## src/rtl/mem_bus_arbiter.sv

```systemverilog
// Data-side memory bus arbiter: CPU (fixed priority) vs one DMA/debug master, with decode and read steering.
// Optional MEM_ARB_STATS_EN adds stall and DMA-grant statistic counters.
module mem_bus_arbiter #(
    parameter int unsigned STARVE_LIMIT = 8,
    parameter logic [3:0]  BRAM_TOP     = 4'h2,
    parameter logic [3:0]  RTC_TOP      = 4'h8
) (
    input  logic        clk,
    input  logic        reset,
    input  logic        cpu_en_i,
    input  logic [3:0]  cpu_we_i,
    input  logic [31:0] cpu_addr_i,
    input  logic [31:0] cpu_data_i,
    output logic [31:0] cpu_data_o,
    output logic        cpu_stall_o,
    input  logic        dma_req_i,
    input  logic [3:0]  dma_we_i,
    input  logic [31:0] dma_addr_i,
    input  logic [31:0] dma_data_i,
    output logic        dma_gnt_o,
    output logic        dma_rvalid_o,
    output logic        dma_err_o,
    output logic [31:0] dma_data_o,
    output logic [31:0] bus_addr_o,
    output logic [3:0]  bus_we_o,
    output logic [31:0] bus_data_o,
    output logic        bram_en_o,
    input  logic [31:0] bram_data_i,
    output logic        rtc_en_o,
    input  logic [31:0] rtc_data_i,
    output logic        per_en_o,
    input  logic [31:0] per_data_i,
    input  logic        per_stall_i
`ifdef MEM_ARB_STATS_EN
    ,
    output logic [31:0] stat_stall_o,
    output logic [31:0] stat_dma_grants_o
`endif
);

    localparam logic [7:0] LIMIT = 8'(STARVE_LIMIT);

    typedef enum logic [2:0] {
        TAG_NONE, TAG_CPU_BRAM, TAG_CPU_RTC, TAG_CPU_PER, TAG_DMA_OK, TAG_DMA_ERR
    } tag_t;

    typedef enum logic [1:0] {TGT_BRAM, TGT_RTC, TGT_PER} tgt_t;

    function automatic tgt_t decode(input logic [31:0] a);
        if (a[31:28] < BRAM_TOP)     return TGT_BRAM;
        else if (a[31:28] < RTC_TOP) return TGT_RTC;
        else                         return TGT_PER;
    endfunction

    logic [7:0]  starve_cnt;
    tag_t        tag, tag_nxt;
    tgt_t        cpu_tgt, dma_tgt;
    logic        dma_own, cpu_own, arb_stall;
    logic [31:0] cpu_data_q, resp_data;
    logic        tag_is_cpu;

    // Grant and enable outputs are forced low while reset is held, not just after the first edge.
    always_comb begin
        cpu_tgt   = decode(cpu_addr_i);
        dma_tgt   = decode(dma_addr_i);
        dma_own   = reset && dma_req_i && (!cpu_en_i || starve_cnt == LIMIT);
        cpu_own   = reset && cpu_en_i && !dma_own;
        arb_stall = dma_own && cpu_en_i;

        bus_addr_o = dma_own ? dma_addr_i : cpu_addr_i;
        bus_we_o   = dma_own ? dma_we_i   : cpu_we_i;
        bus_data_o = dma_own ? dma_data_i : cpu_data_i;

        bram_en_o   = (dma_own && dma_tgt == TGT_BRAM) || (cpu_own && cpu_tgt == TGT_BRAM);
        rtc_en_o    = cpu_own && cpu_tgt == TGT_RTC;
        per_en_o    = cpu_own && cpu_tgt == TGT_PER;
        dma_gnt_o   = dma_own;
        cpu_stall_o = reset && (arb_stall || per_stall_i);

        tag_nxt = TAG_NONE;
        if (dma_own) begin
            // DMA writes never produce a response, even when they miss BRAM.
            if (dma_we_i == 4'h0)
                tag_nxt = (dma_tgt == TGT_BRAM) ? TAG_DMA_OK : TAG_DMA_ERR;
        end else if (cpu_own) begin
            case (cpu_tgt)
                TGT_BRAM: tag_nxt = TAG_CPU_BRAM;
                TGT_RTC:  tag_nxt = TAG_CPU_RTC;
                default:  tag_nxt = TAG_CPU_PER;
            endcase
        end
    end

    always_comb begin
        tag_is_cpu = 1'b1;
        resp_data  = cpu_data_q;
        case (tag)
            TAG_CPU_BRAM: resp_data = bram_data_i;
            TAG_CPU_RTC:  resp_data = rtc_data_i;
            TAG_CPU_PER:  resp_data = per_data_i;
            default:      tag_is_cpu = 1'b0;
        endcase
    end

    assign cpu_data_o   = resp_data;
    assign dma_rvalid_o = (tag == TAG_DMA_OK) || (tag == TAG_DMA_ERR);
    assign dma_err_o    = (tag == TAG_DMA_ERR);
    assign dma_data_o   = (tag == TAG_DMA_OK) ? bram_data_i : 32'h0;

    always_ff @(posedge clk or negedge reset) begin
        if (!reset) begin
            tag        <= TAG_NONE;
            cpu_data_q <= 32'h0;
            starve_cnt <= 8'h0;
        end else begin
            tag <= tag_nxt;
            if (tag_is_cpu)
                cpu_data_q <= resp_data;
            if (!dma_req_i || dma_own)
                starve_cnt <= 8'h0;
            else if (starve_cnt != LIMIT)
                starve_cnt <= starve_cnt + 8'h1;
        end
    end

`ifdef MEM_ARB_STATS_EN
    always_ff @(posedge clk or negedge reset) begin
        if (!reset) begin
            stat_stall_o      <= 32'h0;
            stat_dma_grants_o <= 32'h0;
        end else begin
            if (arb_stall) stat_stall_o      <= stat_stall_o + 32'h1;
            if (dma_own)   stat_dma_grants_o <= stat_dma_grants_o + 32'h1;
        end
    end
`endif

endmodule
```

## config.mk

```make
export PLATFORM = sky130hd
export DESIGN_NAME = mem_bus_arbiter
export DESIGN_NICKNAME = d
export VERILOG_FILES = /design/src/rtl/mem_bus_arbiter.sv
export SDC_FILE = /design/constraint.sdc
export NUM_CORES = 1
export LEC_CHECK = 0
export ABC_AREA = 1
export CORE_AREA = 4 4 144 146
export CTS_BUF_LIST = sky130_fd_sc_hd__clkbuf_2
export CTS_CLUSTER_DIAMETER = 60
export DETAILED_ROUTE_END_ITERATION = 8
export DIE_AREA = 0 0 148 150
export HOLD_SLACK_MARGIN = 0.12
export PLACE_DENSITY = 0.54
export SLEW_MARGIN = 40
export SYNTH_ARGS = -nofsm -noshare
export SYNTH_HDL_FRONTEND = slang
export SYNTH_SLANG_ARGS = --single-unit
```

## constraint.sdc

```tcl
create_clock -name clk -period 1.72 [get_ports clk]
set_input_delay 0.172 -clock clk [delete_from_list [all_inputs] [get_ports clk]]
set_output_delay 0.172 -clock clk [all_outputs]
set_load 0.05 [all_outputs]
```

==> reports/metrics.cfg, run 1 <==
[global_routing]
grt_max_degree=35
grtUsageTotal=0.207
busiest_layer=met2
overflow=0
antenna_found_initial=0
grt_pass1_wl_microns=35200
grt_pass1_vias=6018
grtUsageMet3=0.0651
met2_usage=0.399
met1_usage=0.217

[timing]
max_slew.worst_pin.slew_ns=0.572
period_minus_slack_ns=2.25
finalSetupViolCount=139
fmax_mhz=444
max-slew-margin-rel=0.616
period_share=1.31
rsz0062_at_grt=true
drv_slew=0
skew_ns=0.0350
fin_ws_ns=-0.532
final_hold_viol_count=0

[setup_path]
rrSetupSlack_ns=0.08
worst_setup_path_end_kind=output pin
critPathCapture=bram_en_o
startpoint=starve_cnt[1]
r2r-end=starve_cnt[1]
critPathMaxFanout=2
cp_data_required_time_ns=1.55
r2r_start=starve_cnt[1]
arrival_ns=2.08
start_kind=register
reg2reg_depth=10
critical_path_class=register to output pin

[synth]
synth-simple-area-share=0.407
synth_warnings=0
synth_top_family_by_area=simple AND/OR/NAND/NOR gates
synth-adder-area-share=0.00698
synth_cells=592
synth.mux.area_fraction=0
synth_sequential_area_ratio=0.300
synth_seq_cells=43
synth.distinct_cells=20
synth_compound_area_frac=0.173
syn-cell-area_sq_um=3580
synth_fp_nets=831
synth_xor_area_frac=0.00977
syn_area_per_cell_sq_um=6.06

[route]
viasPerCell=4.51
wl_microns=25900
vias=5929
routedWlPerCell_microns=19.7
remaining_drc_errors=0
drt_pre_antenna_iters=4
drtIter0Drc=198
final_antenna_net_count=0

[layout]
final_cell_mix=clkdlybuf4s50_1, nand2_1, buf_12
area_growth_pct=244
design_area_sq_um=12300
final_layout_size_suffix_gt1_frac=0.483
final_common_cell=clkdlybuf4s50_1
layout.nets=1285
layout.cells.non_filler=1314

[clock_tree]
htree_levels=2
clockBufferDepth=2
clk-insertion-delay-late_ns=0.44
path_clk_slew_ns=0.26
cts_root_buf=clkbuf_2
cts_tree=done
cts_made_buffers=5
clock-sinks=43

[die]
initial_utilization=0.185
rows=51
coreArea_sq_um=19400
die_h_microns=150
die_w_microns=148
die_area_sq_um=22200
io-pin-count=376

[placed_design]
io_buffer_count=375
placed_cell_area_sq_um=9920
hpwl_microns=18000
gp_congestion=0.784
placed_cells=1233

[run]
maxCapViolations=0

[power]
powerDensity_nw_per_um2=556
p_leak_uw=0.00536
peakVddDrop_mv=0.265

[min_path]
min_path_type=input pin to asynchronous set/reset pin

[status]
violations=negative setup slack
status=finished with violations

## cells in the mapped netlist
cell / n / area [sq um]
o2111ai_1: 65 / 569
nand3_1: 7 / 35.0
nand4_1: 2 / 12.5
xnor2_1: 1 / 8.76
dfrtp_1: 43 / 1080
nand2_2: 1 / 6.26
nand2_1: 316 / 1190
ha_1: 2 / 25.0
clkbuf_1: 21 / 78.8
inv_1: 52 / 195
o21ai_2: 1 / 8.76
nor2_1: 53 / 199
buf_2: 7 / 35.0
xor2_1: 3 / 26.3
o21ai_0: 6 / 30.0
nor3_1: 4 / 20.0
inv_2: 1 / 3.75
o21ai_1: 1 / 5.00
o21bai_1: 1 / 7.51
buf_6: 5 / 56.3
## metal layers
metal  vias to the layer above  share of wire
met3                        33          0.080
li1                       2847              -
met5                         -              0
met2                       256           0.56
met1                      2793           0.34
met4                         0          0.019
## state kept, by name, summed over array words and instances (netlist names)
signal and cells:
cpu_data_q 32, starve_cnt 8, tag 3
## critical path, stage by stage (launching register included)
cell and delay, ns:
dfrtp_1 0.44, inv_2 0.08, ha_4 0.14, nand3_4 0.07
o21ai_4 0.19, buf_4 0.13, buf_4 0.10, buf_6 0.08
buf_6 0.08, buf_6 0.08, nand3_2 0.06, nand2_2 0.10
buf_12 0.14
## worst min path at each step
stage | depth (start not counted) | to | startpoint | slack (ns)
after floorplan | 0 | cpu_data_q[0] | reset | -0.12
after global placement | 2 | starve_cnt[3] | reset | 0.20
after detailed placement | 2 | starve_cnt[3] | reset | 0.21
after CTS | 4 | cpu_data_q[26] | reset | 0.26
after global routing | 4 | cpu_data_q[19] | reset | 0.28
final | 4 | cpu_data_q[26] | reset | 0.29
## final cells by class
class	count	area, sq um
inverter	53	211
antenna	2	5.00
sequential	43	1080
tap	265	332
multi-input combinational	463	3980
clock buffer	6	30.0
fill	1568	7080
timing repair buffer	480	6630
clock inverter	2	60.1
## stage by stage
stage	utilization	worst slack (ns)	hold WS (ns)	power, uW	TNS (ns)
final	0.635	-0.532	0.288	6860	-57.86
after global routing	0.635	-0.665	0.275	7130	-74.88
after CTS	0.585	-0.552	0.264	6450	-59.81
after detailed placement	0.511	-0.139	0.205	5150	-4.59
after global placement	0.511	-0.0894	0.202	5140	-2.16
after floorplan	-	-0.208	-0.124	2970	-6.71
## timing repair
action / 4_1_cts / 5_1_grt
hold buffers: 4 / 1
buffers inserted: 30 / 29
gates resized for setup: 164 / 188
endpoints found under the hold margin: 43 / 19
endpoints found under the setup margin: 138 / 148
pin swaps: 29 / 33
gates cloned: 15 / 4
## kinds of logic (layout without fill, tap and decap cells)
| kind of cell | after synthesis | in the layout |
|---|---|---|
| compound gates | 74 | 74 |
| xor+xnor | 4 | 4 |
| fa+ha+maj | 2 | 2 |
| buf+inv | 86 | 541 |
| flops | 43 | 43 |
| other cells | 0 | 2 |
| simple gates | 383 | 383 |
## power breakdown
part           internal, uW  switching [uW]
Combinational          2460            2330
Sequential             1170             128
Clock                   397             366
No activity file was read; power rests on OpenSTA's default activity.
==> inputs of run 2 (changes only) <==
--- a/config.mk
+++ b/config.mk
@@ -6,6 +6,7 @@
 export NUM_CORES = 1
 export LEC_CHECK = 0
 export ABC_AREA = 1
+export ABC_CLOCK_PERIOD_IN_PS = 1720
 export CORE_AREA = 4 4 144 146
 export CTS_BUF_LIST = sky130_fd_sc_hd__clkbuf_2
 export CTS_CLUSTER_DIAMETER = 60
==> results of run 2 <==
Final layout, timing and power as in run 1 (identical DEF).
